### src/rtl/uart_transmitter_if.sv
// Handshake and serial-line bundle for uart_transmitter.
// master drives the request side; slave is the transmitter itself.
interface uart_transmitter_if #(
  parameter int DATA_BITS = 8
);
  logic                 tx_start;
  logic [DATA_BITS-1:0] data_in;
  logic                 tx_ready;
  logic                 tx_busy;
  logic                 tx_done;
  logic                 tx;

  modport master (
    output tx_start, data_in,
    input  tx_ready, tx_busy, tx_done, tx
  );

  modport slave (
    input  tx_start, data_in,
    output tx_ready, tx_busy, tx_done, tx
  );
endinterface

### src/rtl/uart_transmitter.sv
// UART transmitter with a one-deep holding register in front of the shifter; MSB-first frames.
// Define UART_TX_PARITY_EN to add an even-parity bit between the data and stop bits.
module uart_transmitter #(
  parameter int DATA_BITS     = 8,
  parameter int STOP_BIT_TICK = 16
) (
  input  logic            clk_50MHz,
  input  logic            reset,
  input  logic            sample_tick,
  uart_transmitter_if.slave bus
);

  localparam int TW = (STOP_BIT_TICK > 1) ? $clog2(STOP_BIT_TICK) : 1;
  localparam int BW = $clog2(DATA_BITS) + 1;

`ifdef UART_TX_PARITY_EN
  typedef enum logic [2:0] {S_IDLE, S_START, S_DATA, S_PARITY, S_STOP} state_t;
`else
  typedef enum logic [1:0] {S_IDLE, S_START, S_DATA, S_STOP} state_t;
`endif

  state_t               state_q, state_d;
  logic [TW-1:0]        tick_q, tick_d;
  logic [BW-1:0]        bit_q, bit_d;
  logic [DATA_BITS-1:0] shift_q, shift_d;
  logic [DATA_BITS-1:0] hold_data_q, hold_data_d;
  logic                 hold_valid_q, hold_valid_d;
  logic                 tx_q, tx_d;
  logic                 busy_q, busy_d;
  logic                 done_q, done_d;
`ifdef UART_TX_PARITY_EN
  logic                 parity_q, parity_d;
`endif

  logic accept;
  logic tick_end;

  assign accept   = bus.tx_start && !hold_valid_q;
  assign tick_end = sample_tick && (tick_q == TW'(STOP_BIT_TICK - 1));

  always_comb begin
    state_d      = state_q;
    tick_d       = tick_q;
    bit_d        = bit_q;
    shift_d      = shift_q;
    hold_data_d  = hold_data_q;
    hold_valid_d = hold_valid_q;
    tx_d         = tx_q;
    done_d       = 1'b0;
`ifdef UART_TX_PARITY_EN
    parity_d     = parity_q;
`endif

    // accept and the idle load are mutually exclusive: a load needs hold_valid_q=1, accept needs 0
    if (accept) begin
      hold_data_d  = bus.data_in;
      hold_valid_d = 1'b1;
    end

    if (state_q != S_IDLE && sample_tick) begin
      tick_d = tick_end ? '0 : tick_q + 1'b1;
    end

    case (state_q)
      S_IDLE: begin
        tx_d   = 1'b1;
        tick_d = '0;
        if (hold_valid_q) begin
          shift_d      = hold_data_q;
          hold_valid_d = 1'b0;
          tx_d         = 1'b0;
          bit_d        = '0;
          state_d      = S_START;
`ifdef UART_TX_PARITY_EN
          parity_d     = ^hold_data_q;
`endif
        end
      end

      S_START: begin
        if (tick_end) begin
          state_d = S_DATA;
          tx_d    = shift_q[DATA_BITS-1];
        end
      end

      S_DATA: begin
        if (tick_end) begin
          if (bit_q == BW'(DATA_BITS - 1)) begin
`ifdef UART_TX_PARITY_EN
            state_d = S_PARITY;
            tx_d    = parity_q;
`else
            state_d = S_STOP;
            tx_d    = 1'b1;
`endif
          end else begin
            shift_d = shift_q << 1;
            tx_d    = shift_d[DATA_BITS-1];
            bit_d   = bit_q + 1'b1;
          end
        end
      end

`ifdef UART_TX_PARITY_EN
      S_PARITY: begin
        if (tick_end) begin
          state_d = S_STOP;
          tx_d    = 1'b1;
        end
      end
`endif

      S_STOP: begin
        tx_d = 1'b1;
        if (tick_end) begin
          state_d = S_IDLE;
          done_d  = 1'b1;
        end
      end

      default: begin
        state_d = S_IDLE;
        tx_d    = 1'b1;
      end
    endcase

    busy_d = (state_d != S_IDLE);
  end

  always_ff @(posedge clk_50MHz) begin
    if (reset) begin
      state_q      <= S_IDLE;
      tick_q       <= '0;
      bit_q        <= '0;
      shift_q      <= '0;
      hold_data_q  <= '0;
      hold_valid_q <= 1'b0;
      tx_q         <= 1'b1;
      busy_q       <= 1'b0;
      done_q       <= 1'b0;
`ifdef UART_TX_PARITY_EN
      parity_q     <= 1'b0;
`endif
    end else begin
      state_q      <= state_d;
      tick_q       <= tick_d;
      bit_q        <= bit_d;
      shift_q      <= shift_d;
      hold_data_q  <= hold_data_d;
      hold_valid_q <= hold_valid_d;
      tx_q         <= tx_d;
      busy_q       <= busy_d;
      done_q       <= done_d;
`ifdef UART_TX_PARITY_EN
      parity_q     <= parity_d;
`endif
    end
  end

  assign bus.tx_ready = ~hold_valid_q;
  assign bus.tx_busy  = busy_q;
  assign bus.tx_done  = done_q;
  assign bus.tx       = tx_q;

endmodule

### src/flat_wrapper.sv
// flat-port wrapper written by rule: the top's interface ports become plain ports
module uart_transmitter_flat 
#(
  parameter int DATA_BITS     = 8,
  parameter int STOP_BIT_TICK = 16
)
  (clk_50MHz, reset, sample_tick, bus_tx_start, bus_data_in, bus_tx_ready, bus_tx_busy, bus_tx_done, bus_tx);
  uart_transmitter_if #(.DATA_BITS(DATA_BITS)) bus_i ();
  input  logic clk_50MHz;
  input  logic reset;
  input  logic sample_tick;
  input wire logic [$bits(bus_i.tx_start)-1:0] bus_tx_start;
  input wire logic [$bits(bus_i.data_in)-1:0] bus_data_in;
  output wire logic [$bits(bus_i.tx_ready)-1:0] bus_tx_ready;
  output wire logic [$bits(bus_i.tx_busy)-1:0] bus_tx_busy;
  output wire logic [$bits(bus_i.tx_done)-1:0] bus_tx_done;
  output wire logic [$bits(bus_i.tx)-1:0] bus_tx;
  assign bus_i.tx_start = bus_tx_start;
  assign bus_i.data_in = bus_data_in;
  assign bus_tx_ready = bus_i.tx_ready;
  assign bus_tx_busy = bus_i.tx_busy;
  assign bus_tx_done = bus_i.tx_done;
  assign bus_tx = bus_i.tx;
  uart_transmitter #(.DATA_BITS(DATA_BITS), .STOP_BIT_TICK(STOP_BIT_TICK)) u_core (.clk_50MHz(clk_50MHz), .reset(reset), .sample_tick(sample_tick), .bus(bus_i));
endmodule
### config.mk
export PLATFORM = sky130hd
export DESIGN_NAME = uart_transmitter_flat
export DESIGN_NICKNAME = d
export VERILOG_FILES = /design/src/rtl/uart_transmitter_if.sv /design/src/rtl/uart_transmitter.sv /design/src/flat_wrapper.sv
export SDC_FILE = /design/constraint.sdc
export NUM_CORES = 1
export LEC_CHECK = 0
export BUFFER_PORTS_ARGS = -buffer_cell sky130_fd_sc_hd__buf_2
export CORE_MARGIN = 3
export CORE_UTILIZATION = 45
export DETAILED_ROUTE_END_ITERATION = 8
export GPL_TIMING_DRIVEN = 0
export PLACE_DENSITY = 0.71
export SYNTH_ARGS = -nofsm -noshare
export SYNTH_HDL_FRONTEND = slang
export SYNTH_SLANG_ARGS = --single-unit
export TNS_END_PERCENT = 10
### constraint.sdc
create_clock -name clk_50MHz -period 1.87 [get_ports clk_50MHz]
set_input_delay 0.187 -clock clk_50MHz [delete_from_list [all_inputs] [get_ports clk_50MHz]]
set_output_delay 0.187 -clock clk_50MHz [all_outputs]
set_load 0.01 [all_outputs]
* After elaboration in Yosys (flattened, before gate mapping)
Index checks and enable logic that the tools add are counted.
** Word-level totals
- Word-level logic and storage cells :: 58
- Bits of input ports :: 12
- Output and inout bits :: 4
- Register bits after elaboration :: 30
** Operators by class
- Mux-type cells :: 24
- Equal/unequal tests :: 9
- Add/subtract/negate cells :: 2
- Reduce and logical (&&, ||, !) cells :: 12
- Bitwise operators :: 2
** Operators by type and width (number)
- 2-to-1 mux 8 bit :: 3
- 2-to-1 mux 4 bit :: 4
- one-hot mux 8 bit (2 select lines) :: 1
- 2-to-1 mux 2 bit :: 5
- adder 4 x 1 -> 4 bit (second input constant) :: 2
- 2-to-1 mux 1 bit :: 8
- one-hot mux 2 bit (4 select lines) :: 1
- one-hot mux 4 bit (2 select lines) :: 1
- inequality test 2 x 1 -> 1 bit (second input constant) :: 3
- nonzero test 2 bit :: 3
- == test 2 bit (second input constant) :: 2
- == test 4 x 3 -> 1 bit (second input constant) :: 1
- == test 4 bit (second input constant) :: 1
- one-hot mux 1 bit (4 select lines) :: 1
- AND reduction 4 bit :: 1
- OR reduction 2 bit :: 2
- logical AND 1 bit :: 3
- == test 2 x 1 -> 1 bit (second input constant) :: 1
- zero test 2 bit :: 1
- inequality test 2 bit (second input constant) :: 1
- inverter 1 bit :: 2
- AND reduction 2 bit :: 1
- zero test 1 bit :: 1

* Longest topological paths before layout
- Word-level depth :: 5
- Depth in mapped cells :: 7
- Depth with buffers taken out :: 5

* Least setup slack after synthesis
OpenSTA, ideal clock, no wires.
- Kind :: reg2reg
- Start point :: register u_core.tick_q[0]
- End point :: register u_core.bit_q[0]
- Stages on the path, launching flop included :: 7
- Required time :: 1.799 ns
- Setup slack :: 0.348 ns
- Period minus slack after synthesis :: 1.522 ns
- Path buffers :: 1
- Library setup time :: 0.071 ns
- Data arrival time :: 1.452 ns
- Path through :: dfxtp_1 -> ha_1 -> and4_1 -> buf_6 -> a21oi_2 -> or4_1 -> a21oi_1
** On the way
- Cells in the longest elaborated chain, start to end :: 4
** Ends and longest elaborated chain
- start: declaration :: RTL line uart_transmitter.sv:23 : logic [TW-1:0] tick_q, tick_d;
- start signal: assignment :: RTL line uart_transmitter.sv:147 : tick_q <= tick_d;
- == test 4 bit :: RTL line uart_transmitter.sv:39 : assign tick_end = sample_tick && (tick_q == TW'(STOP_BIT_TICK - 1));
- logical AND 1 bit :: RTL line uart_transmitter.sv:39
- inequality test 2 x 1 -> 1 bit (no line)
- AND reduction 4 bit (no line)
- end signal: assignment :: RTL line uart_transmitter.sv:148 : bit_q <= bit_d;
- end: declaration :: RTL line uart_transmitter.sv:24 : logic [BW-1:0] bit_q, bit_d;
Every way passes these cells.
A chain may end at the register's enable or synchronous reset.

* Worst setup path in the final report
- Start point :: register u_core.bit_q[0]
- End point :: register u_core.shift_q[3]
** On the way
- Cells in the longest elaborated chain, start to end :: 3
** Ends and longest elaborated chain
- == test 4 x 3 -> 1 bit :: RTL line uart_transmitter.sv:89 : if (bit_q == BW'(DATA_BITS - 1)) begin
- inequality test 2 bit (no line)
- AND reduction 4 bit (no line)
- end signal: assignment :: RTL line uart_transmitter.sv:149 : shift_q <= shift_d;
- end: declaration :: RTL line uart_transmitter.sv:25 : logic [DATA_BITS-1:0] shift_q, shift_d;
Every way passes these cells.

==> results.md <==
* Cell leakage power at 0.593 nW
* Power per cell area at 903 nW/um^2
* Area contributors post-synth: sky130_fd_sc_hd__dfxtp_1, sky130_fd_sc_hd__mux2i_1, sky130_fd_sc_hd__nand2_1
* Wire length of the first global-routing pass at 4.73 mm
* Post-synth cell types at 32
* Number of placement rows at 19
* Endpoint kind of the worst setup timing path: flip-flop
* Initial standard-cell utilization of the core at 48.1%
* DRT Wirelength at 2.76 mm
* Arrival time at the worst endpoint at 1950 ps
* Setup skew after layout at 6.30 ps
* Share of post-route cells with drive strength above 1 at 19.4%
* Register bit total from synthesis at 30
* CTS tree: done
* Remaining routing DRC violations at 0
* Switching part of the total at 24.2%
* Max Freq at 590 MHz
* Max FO, Critical Path at 8
* Number of flops mapped to enable cells by yosys at 0
* Library cell with the largest summed area after synthesis: sky130_fd_sc_hd__dfxtp_1
* Run status: finished clean
* Global-route total usage across every layer at 17.9%
* Area of the mapped netlist at 1360 sq um
* Number of warnings printed during yosys synthesis at 0
* Number of endpoints with negative hold slack in the final report at 0
* Hold WS at 68.7 ps
* Synth Instances at 149
* CTS H-tree lvls at 2
* I/O pin count at 16
* Reg2Reg Depth at 5
* Post-layout min period at 1690 ps
* VDD IR max at 0.488 mV
* Total CTS buffers at 5
* Count of nets after finishing at 184
* Internal power component at 0.00106 W
* Sink count of the clock tree at 30
* Clk network pwr share at 39.1%
* Most repeated cell in the gate-level netlist after synthesis: sky130_fd_sc_hd__dfxtp_1
* Clock transition at path regs at 100 ps
* Hold Crit Class: in -> reg
* Count of maximum capacitance violations at 0
* Residual antenna-violating net count after detailed routing at 0
* Ant. Diodes at 0
* Sequential cell fraction of total power at 49.6%
* Clock tree root driver cell: sky130_fd_sc_hd__clkbuf_4
* Setup TNS at 0 ps
* Pin count of the biggest net entering global routing at 11
* Share of synthesized flip-flops with an asynchronous set or reset at 0%
* Final setup violating endpoints at 0
* Maximum clock path buffer count at 2
* Via total after detailed routing at 1,100
* Startpoint of the most critical hold path: bus_data_in[2]
* Horiz. Die Dim at 61.0 um
* Worst Hold End: u_core.hold_data_q[2]
* Core box area at 2830 sq um
* Combinational power share at 11.3%
* First-iteration detailed-routing DRC count at 67
* Die Area at 3720 sq um
* Unrepaired setup endpoints after global routing: false
* Vert. Die Dim at 61.0 um
* Detail-routed net length per standard cell at 13.7 um
* Required time worst endpoint at 2120 ps
* Number of antenna violations at the first check in global routing at 0
* Vias per Instance at 5.47
* Via count of the first global-routing pass at 1,105
* Beginning of the worst register-to-register path: u_core.bit_q[0]
* Flop2flop setup slack at 180 ps
* Max-slew violation count at 0
* Net Sw Power at 0.000340 W
* HPWL after detailed placement at 1.98 mm
* Area growth from synthesis to layout at 14.2%
* Proportion of synthesized chip area in sequential cells at 44.2%
* Detailed-router iteration count before antenna repair at 4
* Clock latency on the worst-skew pair at 350 ps
* R2r endpoint: u_core.shift_q[3]
* Primary flip-flop cell chosen by synthesis mapping: sky130_fd_sc_hd__dfxtp_1
* Remaining global-route overflow at 0
* WS Path Type: reg -> reg
* Final GP Congestion at 0.826
* Post-synth net total at 163
* Yosys top cell area share at 44.2%
* # fillers at 269
* Avg Inst Size Synth at 9.13 sq um
* Share of the clock period used by the worst path at 90.6%
* Cells on Worst Hold Path at 3
* PortBufs at 14
* Headroom to the max-slew limit at 61.1%
* Most numerous cell types in the synthesized netlist: sky130_fd_sc_hd__dfxtp_1, sky130_fd_sc_hd__nand2_1, sky130_fd_sc_hd__nor2_1, sky130_fd_sc_hd__a21oi_1, sky130_fd_sc_hd__mux2i_1
* Transition time at the pin with the least slew margin at 579 ps
* Startpoint Class: flip-flop
* Total setup buffers inserted after CTS at 0
-- placed cells by master (no fill, tap or decap), types with 2 or more instances in the layout --
cell,netlist,final
sky130_fd_sc_hd__xnor2_1,2,2
sky130_fd_sc_hd__dfxtp_1,30,30
sky130_fd_sc_hd__or3_1,2,2
sky130_fd_sc_hd__nor2_1,17,16
sky130_fd_sc_hd__a311oi_1,8,8
sky130_fd_sc_hd__nand2b_1,2,2
sky130_fd_sc_hd__ha_1,2,2
sky130_fd_sc_hd__o21ai_0,4,4
sky130_fd_sc_hd__mux2i_1,9,9
sky130_fd_sc_hd__nand3_1,3,3
sky130_fd_sc_hd__nor3_1,5,5
sky130_fd_sc_hd__nand4_1,2,2
sky130_fd_sc_hd__nand2_1,21,21
sky130_fd_sc_hd__nor2b_1,2,2
sky130_fd_sc_hd__buf_2,0,14
sky130_fd_sc_hd__inv_1,3,3
sky130_fd_sc_hd__a21oi_1,11,11
sky130_fd_sc_hd__buf_6,5,5
sky130_fd_sc_hd__xor2_1,3,3
sky130_fd_sc_hd__clkbuf_4,0,5
sky130_fd_sc_hd__clkbuf_1,5,5
-- power by group through the flow --
stage	clock (W)	sequential (W)	combinational, W
finish	0.000548	0.000695	0.000159
global route	0.000586	0.000700	0.000181
CTS	0.000556	0.000695	0.000160
detailed placement	0	0.000710	0.000159
global placement	0	0.000707	0.000154
floorplan	0	0.000706	0.000118
-- layer usage --
layer | share of wire, % | global-route usage, %
met5 | 0 | 0
met4 | 2.9 | 10.2
met3 | 4.5 | 5.74
met2 | 48 | 30.4
met1 | 45 | 19.7
-- final cells by class --
type | count | area [sq um] | area share, %
clock inverters | 1 | 30.0 | 1.93
multi-input cells | 105 | 672 | 43.3
plain buffers | 11 | 78.8 | 5.08
clock buffers | 6 | 51.3 | 3.30
repair buffers | 14 | 70.1 | 4.51
well taps | 31 | 38.8 | 2.50
flip-flops and latches | 30 | 601 | 38.7
inverters | 3 | 11.3 | 0.725
-- worst max-delay path by stage --
stage | startpoint | to | slack (ps) | cells past startpoint
floorplan | u_core.tick_q[0] | u_core.bit_q[0] | 350 | 6
global placement | u_core.tick_q[0] | u_core.shift_q[2] | 150 | 6
detailed placement | u_core.tick_q[0] | u_core.shift_q[3] | 60 | 6
CTS | u_core.tick_q[0] | u_core.shift_q[3] | 40 | 6
global route | u_core.bit_q[0] | u_core.shift_q[3] | 10 | 5
finish | u_core.bit_q[0] | u_core.shift_q[3] | 180 | 5
-- critical path, stage by stage, from the launching register on --
cell and delay (ps):
sky130_fd_sc_hd__dfxtp_1 380, sky130_fd_sc_hd__ha_1 190, sky130_fd_sc_hd__nand2_1 90, sky130_fd_sc_hd__nor3_1 460, sky130_fd_sc_hd__nor2_2 200, sky130_fd_sc_hd__a311oi_1 280
-- metrics by stage --
stage	power, W	utilization, %	instances	instance area [sq um]	worst slack (ps)
after detailed placement	0.000869	51.9	194	1470	63.6
after floorplan	0.000824	-	149	1360	348
after CTS	0.00141	54.8	201	1550	39.7
after global placement	0.000861	51.9	194	1470	147
after global routing	0.00147	54.9	201	1550	10.8
final	0.00140	54.9	201	1550	176
-- registers in the layout, indices dropped and copies added, names as in the netlist --
signal / count
u_core.bit_q: 4
u_core.bus.tx: 1
u_core.bus.tx_busy: 1
u_core.bus.tx_done: 1
u_core.hold_data_q: 8
u_core.hold_valid_q: 1
u_core.shift_q: 8
u_core.state_q: 2
u_core.tick_q: 4
-- cell families (layout without fill, tap and decap cells) --
| kind of cell | after synthesis | after routing | synth area share [%] |
|---|---|---|---|
| simple gates | 60 | 60 | 21.7 |
| flops | 30 | 30 | 44.2 |
| compound gates | 29 | 29 | 15.8 |
| buf+inv | 14 | 35 | 6.62 |
| mux | 9 | 9 | 6.62 |
| xor+xnor | 5 | 5 | 3.22 |
| fa+ha+maj | 2 | 2 | 1.84 |
-- timing repair --
action / CTS / global route
hold buffers: 0 / 0
gates resized for setup: 0 / 1
setup endpoints to repair: 0 / 8
Note: power is estimated with default switching activity, not from simulation.
